--- src/rtl/rpc2_ctrl_axi_wdat_packer_pkg.sv ---
// Shared controller definitions for the write-data path: FIFO word layout and counter widths.
// The packer and the write-data FIFO both use this layout.
package rpc2_ctrl_axi_wdat_packer_pkg;

    localparam int FIFO_WORD_W = 19;
    localparam int DATA_LSB    = 0;
    localparam int DATA_W      = 16;
    localparam int MASK_LSB    = 16;
    localparam int MASK_W      = 2;
    localparam int LAST_BIT    = 18;
    localparam int BEAT_CNT_W  = 8;

    // Packs {last, mask, data} into a FIFO word; a mask bit of 1 means the byte is not written.
    function automatic logic [FIFO_WORD_W-1:0] pack_word(input logic             last,
                                                         input logic [MASK_W-1:0] mask,
                                                         input logic [DATA_W-1:0] data);
        logic [FIFO_WORD_W-1:0] w;
        w                      = '0;
        w[DATA_LSB +: DATA_W]  = data;
        w[MASK_LSB +: MASK_W]  = mask;
        w[LAST_BIT]            = last;
        return w;
    endfunction

endpackage

--- src/rtl/rpc2_ctrl_axi_wdat_packer.sv ---
// Splits AXI W beats into 16-bit memory words with RWDS byte masks and a burst-last tag,
// pushing one word per cycle into the write-data FIFO while it is not full.
module rpc2_ctrl_axi_wdat_packer
    import rpc2_ctrl_axi_wdat_packer_pkg::*;
#(
    parameter int AXI_DATA_WIDTH = 32,
    parameter bit LSB_FIRST      = 1'b1
) (
    input  logic                          clk,
    input  logic                          rst,
    input  logic                          s_wvalid,
    output logic                          s_wready,
    input  logic [AXI_DATA_WIDTH-1:0]     s_wdata,
    input  logic [AXI_DATA_WIDTH/8-1:0]   s_wstrb,
    input  logic                          s_wlast,
    output logic                          fifo_wr_en,
    output logic [FIFO_WORD_W-1:0]        fifo_wr_data,
    input  logic                          fifo_full,
    output logic                          burst_done,
    output logic [BEAT_CNT_W-1:0]         beat_cnt
);

    localparam int N  = AXI_DATA_WIDTH / 16;
    localparam int SW = AXI_DATA_WIDTH / 8;
    localparam int PW = (N > 1) ? $clog2(N) : 1;
    localparam logic [PW-1:0] LAST_PHASE = PW'(N - 1);

    logic [AXI_DATA_WIDTH-1:0] hold_data_q, hold_data_d;
    logic [SW-1:0]             hold_strb_q, hold_strb_d;
    logic                      hold_last_q, hold_last_d;
    logic                      hold_valid_q, hold_valid_d;
    logic [PW-1:0]             phase_q, phase_d;
    logic [BEAT_CNT_W-1:0]     beat_cnt_q, beat_cnt_d;
    logic                      burst_done_q, burst_done_d;

    logic                      is_final;
    logic                      push;
    logic                      accept;
    logic                      last_push;
    logic [MASK_W+DATA_W-1:0]  sel;

    // Returns {mask, data} for the halfword addressed by the phase, honouring emission order.
    function automatic logic [MASK_W+DATA_W-1:0] select_half(input logic [AXI_DATA_WIDTH-1:0] d,
                                                             input logic [SW-1:0]             s,
                                                             input logic [PW-1:0]             ph);
        int idx;
        idx = LSB_FIRST ? int'(ph) : (N - 1 - int'(ph));
        return {~s[2*idx +: 2], d[16*idx +: 16]};
    endfunction

    assign is_final   = (phase_q == LAST_PHASE);
    assign push       = hold_valid_q & ~fifo_full;
    assign s_wready   = ~rst & (~hold_valid_q | (is_final & ~fifo_full));
    assign accept     = s_wvalid & s_wready;
    assign last_push  = push & is_final & hold_last_q;
    assign sel        = select_half(hold_data_q, hold_strb_q, phase_q);

    // The word is forced to zero while idle so stale hold contents never show on the FIFO bus.
    assign fifo_wr_en   = push;
    assign fifo_wr_data = hold_valid_q
                        ? pack_word(hold_last_q & is_final, sel[DATA_W +: MASK_W], sel[DATA_W-1:0])
                        : '0;
    assign burst_done   = burst_done_q;
    assign beat_cnt     = beat_cnt_q;

    // A beat can only be accepted when the hold is empty or its final halfword leaves this cycle,
    // so acceptance always takes priority over advancing the phase.
    always_comb begin
        hold_data_d  = hold_data_q;
        hold_strb_d  = hold_strb_q;
        hold_last_d  = hold_last_q;
        hold_valid_d = hold_valid_q;
        phase_d      = phase_q;
        beat_cnt_d   = beat_cnt_q;
        burst_done_d = last_push;

        if (accept) begin
            hold_data_d  = s_wdata;
            hold_strb_d  = s_wstrb;
            hold_last_d  = s_wlast;
            hold_valid_d = 1'b1;
            phase_d      = '0;
        end else if (push) begin
            if (is_final) begin
                hold_valid_d = 1'b0;
                phase_d      = '0;
            end else begin
                phase_d = phase_q + PW'(1);
            end
        end

        if (last_push) begin
            beat_cnt_d = accept ? BEAT_CNT_W'(1) : '0;
        end else if (accept && (beat_cnt_q != {BEAT_CNT_W{1'b1}})) begin
            beat_cnt_d = beat_cnt_q + BEAT_CNT_W'(1);
        end
    end

    always_ff @(posedge clk or posedge rst) begin
        if (rst) begin
            hold_data_q  <= '0;
            hold_strb_q  <= '0;
            hold_last_q  <= 1'b0;
            hold_valid_q <= 1'b0;
            phase_q      <= '0;
            beat_cnt_q   <= '0;
            burst_done_q <= 1'b0;
        end else begin
            hold_data_q  <= hold_data_d;
            hold_strb_q  <= hold_strb_d;
            hold_last_q  <= hold_last_d;
            hold_valid_q <= hold_valid_d;
            phase_q      <= phase_d;
            beat_cnt_q   <= beat_cnt_d;
            burst_done_q <= burst_done_d;
        end
    end

endmodule

--- config.mk ---
export PLATFORM = sky130hd
export DESIGN_NAME = rpc2_ctrl_axi_wdat_packer
export DESIGN_NICKNAME = d
export VERILOG_FILES = /design/src/rtl/rpc2_ctrl_axi_wdat_packer_pkg.sv /design/src/rtl/rpc2_ctrl_axi_wdat_packer.sv
export SDC_FILE = /design/constraint.sdc
export NUM_CORES = 1
export LEC_CHECK = 0
export ABC_AREA = 1
export CORE_MARGIN = 2
export CORE_UTILIZATION = 49
export CTS_BUF_LIST = sky130_fd_sc_hd__clkbuf_8
export DETAILED_ROUTE_END_ITERATION = 10
export GPL_ROUTABILITY_DRIVEN = 0
export PLACE_DENSITY_LB_ADDON = 0.15
export SYNTH_ARGS = -nofsm -noshare
export SYNTH_HDL_FRONTEND = slang
export SYNTH_SLANG_ARGS = --single-unit
--- constraint.sdc ---
create_clock -name clk -period 2.3 [get_ports clk]
set_clock_uncertainty 0.1 [all_clocks]
set_input_delay 0.46 -clock clk [delete_from_list [all_inputs] [get_ports clk]]
set_output_delay 0.46 -clock clk [all_outputs]
set_load 0.05 [all_outputs]
==> results of run 1 <==
## cells in the final DEF (no fill, tap or decap)
cell,n
xor2_1,1
inv_1,12
dfrtp_2,1
o21ai_0,16
clkinv_2,2
o21ai_1,1
buf_12,23
nand3_1,54
dfrtp_1,47
nand3_2,3
clkinvlp_4,1
clkdlybuf4s50_1,49
nor3_2,1
nor2_1,40
clkbuf_8,6
buf_4,5
nand2_1,105
a21oi_4,1
nand3b_1,1
a21oi_1,3
o211ai_1,1
nor2_4,1
xnor2_1,2
ha_1,1
## where the power goes
group	switching (uW)	leakage (uW)	internal (uW)	total, uW
Sequential	278	0.000603	1220	1490
Clock	284	0.0000510	240	524
Combinational	1730	0.00107	1260	2990
## path summary, 6_finish.rpt
kind,to,slack [ps],startpoint,depth (start not counted)
hold / removal,hold_data_q[0],380,hold_data_q[0],2
setup / recovery,beat_cnt[3],110,beat_cnt[3],1
max in group asynchronous,hold_valid_q,970,rst,3
setup reg to reg,beat_cnt[5],560,hold_valid_q,7
hold reg to reg,hold_data_q[0],380,hold_data_q[0],2
min in group asynchronous,hold_data_q[23],690,rst,3
## registers in the layout (all words and copies together), names as in the netlist
signal and flops:
hold_data_q 32, burst_done 1, hold_valid_q 1, is_final 1, hold_strb_q 4, beat_cnt 8, hold_last_q 1
## layout make-up
class / instances / area (sq um)
clock buffer: 6 / 82.6
sequential: 48 / 1200
clock inverter: 2 / 10.0
multi-input combinational: 231 / 1040
inverter: 13 / 52.6
timing repair buffer: 77 / 988
fill: 394 / 1270
tap: 67 / 83.8
## stage by stage
stage	cell area, sq um	setup slack (ps)	hold WS (ps)	instances
after floorplan	2390	135	344	311
after detailed placement	3360	279	360	436
after global routing	3460	31.4	397	444
after global placement	3360	308	357	436
final	3460	106	379	444
after CTS	3460	115	383	444
## logic make-up (layout without fill, tap and decap cells)
family / count (synthesis) / count (layout) / synth area share
compound gates: 22 / 22 / 0.0488
simple gates: 205 / 205 / 0.364
flops: 48 / 48 / 0.504
fa+ha+maj: 1 / 1 / 0.00525
buf+inv: 32 / 98 / 0.0672
xor+xnor: 3 / 3 / 0.0110
## tightest hold or removal path, delay by kind of cell, from the launching register on
| kind | cells | cell delay (ps) |
|---|---|---|
| flops | 1 | 340 |
| simple gates | 2 | 110 |
## layer usage
layer / GRT usage / vias to the layer above
met1: 0.304 / 1034
met3: 0.0466 / 9
met4: 0.0727 / 0
met5: 0 / -
met2: 0.396 / 64
li1: - / 1115
## what timing repair did
action / 4_1_cts / 5_1_grt
endpoints found under the setup margin: 2 / 0
resized for setup: 1 / 0
hold buffers: 0 / 0
hold endpoints to repair: 0 / 0
==> impl_results.md, run 1 <==
- Syn_area_per_cell: 7.67 sq um
- Max-Cap Viols: 0
- Fmax: 456 MHz
- Antenna cells: 0
- Residual DRC: 0
- Max H-tree Level: 2
- Worst Setup Path Type: register to output port
- Total Power: 5010 uW
- Ports: 71
- PwrDens: 1450 nW/um^2
- TNS Setup: 0 ps
- CP max-delay cell: clkdlybuf4s50_1
- Nets@finish: 418
- Clock Latency Late Sink: 310 ps
- Row count: 25
- Worst path cell trace: clkdlybuf4s50_1
- Slew Limit Headroom: 0.596
- DR top layer: met4
- Setup violations, final: 0
- ANT nets after route: 0
- DRT Pass-1 Iters: 4
- Die width: 73.8 microns
- Met2 wire len: 2.90 mm
- Total GRT Usage: 0.235
- Critical Path RT: 1740 ps
- CP max stage delay: 850 ps
- First-pass GRT wire length: 9.81 mm
- Routed vias/inst: 5.00
- Largest area contributor in the netlist: dfrtp_1
- Critical Path Source Type: register
- Hold Fails Final Rpt: 0
- Count of input and output buffers: 70
- Sequential area share after synthesis: 0.504
- Post-synth top cells: nand2_1 (105), nand3_1 (54), dfrtp_1 (48)
- Critical path arrival: 1630 ps
- Dpl hpwl: 3.94 mm
- Final Max Slew Viols: 0
- CP Capture Type: output port
- DR WL met3: 246 microns
- P&R area growth vs syn: 44.9%
- Area contributors post-synth: dfrtp_1 (50%), nand2_1 (17%), nand3_1 (11%)
- Min Tclk post-route: 2190 ps
- Crit Path Max Fanout: 7
- RSZ-0062 raised after global routing: false
- Count leader, synth: nand2_1
- Yosys warns: 0
- P_leak: 0.00172 uW
- Largest net degree at the start of global routing: 49
- Layout cells sized above 1: 0.117
- Status: completed
- Final WL: 5.88 mm
- Crit path max-delay family: buffers and inverters
- Met1 WL: 2.65 mm
- Synthesized area: 2380 sq um
- Chip height: 73.8 microns
- Routed len/inst: 13.3 microns
- Hold Path Class: register to register
- Synth Flop Type: dfrtp_1
- FF+latch count, synth: 48
- Core Area: 4720 sq um
- Synth unique cells: 22
- Vias: 2222
- Tcrit/Tclk final: 0.954
- Clock slew at reported path FFs: 90 ps
- Antenna violations before repair: 0
- Worst slew pin tran: 606 ps
- Post-synth EDFFs: 0
- Die area: 5440 sq um
- Buf+Inv Stages, Crit Path: 1
- Initial DRC Count: 161
- Synth top area share: 0.504
- Vias in the first global route: 2148
- Total gr overflow: 0
- CTS tree: yes
- Num CTS Buffers: 5
- Syn Nets: 353
- Syn Inst Count: 311
- Async SR Flop Fraction: 1.00
- Initial Util: 0.505
- Clock sinks: 48
- Peak supply drop: 1.06 mV
- Clock buffer depth: 2
- CTS root buf: clkbuf_8
- Final core utilization: 0.732
- Postcts setup bufs: 0
Power figures use the tool's default switching activity.
==> run 2: changes to the inputs <==
--- a/config.mk
+++ b/config.mk
@@ -7,10 +7,11 @@
 export LEC_CHECK = 0
 export ABC_AREA = 1
 export CORE_MARGIN = 2
-export CORE_UTILIZATION = 49
+export CORE_UTILIZATION = 44
 export CTS_BUF_LIST = sky130_fd_sc_hd__clkbuf_8
 export DETAILED_ROUTE_END_ITERATION = 10
 export GPL_ROUTABILITY_DRIVEN = 0
+export GPL_TIMING_DRIVEN = 0
 export PLACE_DENSITY_LB_ADDON = 0.15
 export SYNTH_ARGS = -nofsm -noshare
 export SYNTH_HDL_FRONTEND = slang
==> constraint.sdc (replaced) <==
create_clock -name clk -period 2.05 [get_ports clk]
set_clock_uncertainty 0.1 [all_clocks]
set_input_delay 0.41 -clock clk [delete_from_list [all_inputs] [get_ports clk]]
set_output_delay 0.41 -clock clk [all_outputs]
set_load 0.05 [all_outputs]
==> run 2 against run 1 <==
  * Critical endpoint is now s_wready
  * Via count increased by 4.2%
  * Highest routed layer unchanged
  * Global-route usage decreased by 1.5 points
  * Routed wire length grew 4.2%
  * Utilization is 8.7 points lower
  * Critical path type is now input pin to output port
  * Combinational power shrank 2%
  * Largest cell class unchanged
==> impl_results.md, run 2 (same netlist as run 1, synthesis figures left out) <==
- Nets@finish: 438 (was 418)
- Num CTS Buffers: 5 (unchanged)
- P&R area growth vs syn: 39.9% (was 44.9%)
- Layout cells sized above 1: 0.174 (was 0.117)
- PwrDens: 1520 nW/um^2 (was 1450 nW/um^2)
- Total GRT Usage: 0.220 (was 0.235)
- Initial DRC Count: 185 (was 161)
- Die width: 77.6 microns (was 73.8 microns)
- Largest register by flop count: hold_data_q (unchanged)
- Routed vias/inst: 4.97 (was 5.00)
- Clock slew at reported path FFs: 80 ps (was 90 ps)
- Largest net degree at the start of global routing: 25 (was 49)
- Critical Path Source Type: input pin (was register)
- Die area: 6020 sq um (was 5440 sq um)
- Hold Fails Final Rpt: 0 (unchanged)
- Fmax: 502 MHz
- Max-Cap Viols: 0 (unchanged)
- Chip height: 77.6 microns (was 73.8 microns)
- Total gr overflow: 0 (unchanged)
- Final Max Slew Viols: 0 (unchanged)
- Crit Path Max Fanout: 11 (was 7)
- Worst Setup Path Type: input pin to output port (was register to output port)
- Antenna cells: 0 (unchanged)
- Clock sinks: 48 (unchanged)
- Max FFs per register: 32 (unchanged)
- Reg2Reg Depth: 8 (was 7)
- CP Capture Type: output port (unchanged)
- Row count: 26 (was 25)
- Critical Path RT: 1540 ps (was 1740 ps)
- Pre-CTS setup slack: -988 ps (was 279 ps)
- Final WL: 6.13 mm (was 5.88 mm)
- Core Area: 5170 sq um (was 4720 sq um)
- WHS: 157 ps (was 379 ps)
- P_leak: 0.00177 uW (was 0.00172 uW)
- Most frequent cells in the layout: nand2_1 (104), nand3_1 (54), dfrtp_1 (48), clkdlybuf4s50_1 (40), nor2_1 (33) (was nand2_1 (105), nand3_1 (54), clkdlybuf4s50_1 (49), dfrtp_1 (47), nor2_1 (40))
- Vias in the first global route: 2212 (was 2148)
- Initial Util: 0.461 (was 0.505)
- Hold Path Class: input pin to asynchronous set/reset pin (was register to register)
- Commonest non-fill, non-tap cell in the layout: nand2_1 (unchanged)
- Routed len/inst: 13.2 microns (was 13.3 microns)
- Ports: 71 (unchanged)
- Antenna violations before repair: 0 (unchanged)
- Setup violations, final: 0 (unchanged)
- Dpl hpwl: 4.17 mm (was 3.94 mm)
- Clock Latency Late Sink: 300 ps (was 310 ps)
- DRT Pass-1 Iters: 4 (unchanged)
- ANT nets after route: 0 (unchanged)
- CTS tree: yes (unchanged)
- Status: completed (unchanged)
- Count of input and output buffers: 70 (unchanged)
- CTS root buf: clkbuf_8 (unchanged)
- Peak supply drop: 0.782 mV (was 1.06 mV)
- Worst slew pin tran: 1120 ps (was 606 ps)
- Max H-tree Level: 2 (unchanged)
- Clock buffer depth: 2 (unchanged)
- First-pass GRT wire length: 10.5 mm (was 9.81 mm)
- Tcrit/Tclk final: 0.972
- Total Power: 5090 uW (was 5010 uW)
- Filler cell count: 463 (was 394)
- Critical path arrival: 1480 ps (was 1630 ps)
- Vias: 2315 (was 2222)
- Final core utilization: 0.645 (was 0.732)
- Slew Limit Headroom: 0.249 (was 0.596)
- Fin worst setup slack: 56.8 ps (was 106 ps)
- Residual DRC: 0 (unchanged)
- Min Tclk post-route: 1990 ps
run 2: cell count changes in the layout (fill, tap and decap cells not counted), moves of 2 or more:
cell and change:
clkinvlp_2 +2, nor2_2 +7, buf_12 -23, dlygate4sd2_1 +7, nor2_1 -7, buf_2 +11
buf_4 +16, clkdlybuf4s50_1 -9, buf_6 +10, dlymetal6s2s_1 +2
run 2: what timing repair did:
action | in CTS | in global routing
hold buffers | 0 | 0
setup endpoints to repair | 75 | 60
gates cloned | 2 | 1
gates resized for setup | 146 | 9
setup buffers | 3 | 4
pin swaps | 2 | 1
run 2: through the flow:
step                TNS, ps  instances  area, sq um
floorplan             -26.0        311         2410
global placement     -52250        451         3200
detailed placement   -52600        451         3200
CTS                       0        462         3290
global route          -16.4        466         3340
finish                    0        466         3340
run 2: critical path, stage by stage:
cell and delay [ps]:
clkdlybuf4s50_1 390, inv_1 90, nand2_2 80, a21oi_2 180, buf_6 170, buf_8 150
run 2: path summary, 6_finish.rpt:
kind	startpoint	endpoint	slack [ps]
max	fifo_full	s_wready	60
min	rst	is_final	160
max reg2reg	is_final	hold_data_q[21]	480
min reg2reg	hold_data_q[13]	hold_data_q[13]	380
max in group asynchronous	rst	beat_cnt[1]	940
min in group clk	hold_data_q[13]	hold_data_q[13]	380
run 2: where the power goes:
group / switching [uW] / internal (uW) / total, uW
logic: 1940 / 998 / 2940
clock network: 305 / 228 / 532
registers: 251 / 1370 / 1620
total: 2490 / 2590 / 5090
run 2: cell type report:
| type | instances | area, sq um | share of cell area |
|---|---|---|---|
| sequential | 48 | 1200 | 0.360 |
| multi-input combinational | 231 | 1050 | 0.314 |
| timing repair buffer | 78 | 723 | 0.217 |
| buffer | 17 | 133 | 0.0398 |
| tap | 70 | 87.6 | 0.0263 |
| clock buffer | 5 | 68.8 | 0.0206 |
| inverter | 13 | 55.1 | 0.0165 |
| timing repair inverter | 2 | 10.0 | 0.00300 |
| clock inverter | 2 | 8.76 | 0.00263 |
run 2: layer usage:
metal	wire length, microns	track usage
met4	89	0.0679
met2	2960	0.359
met5	0	0
met3	367	0.0419
met1	2720	0.297
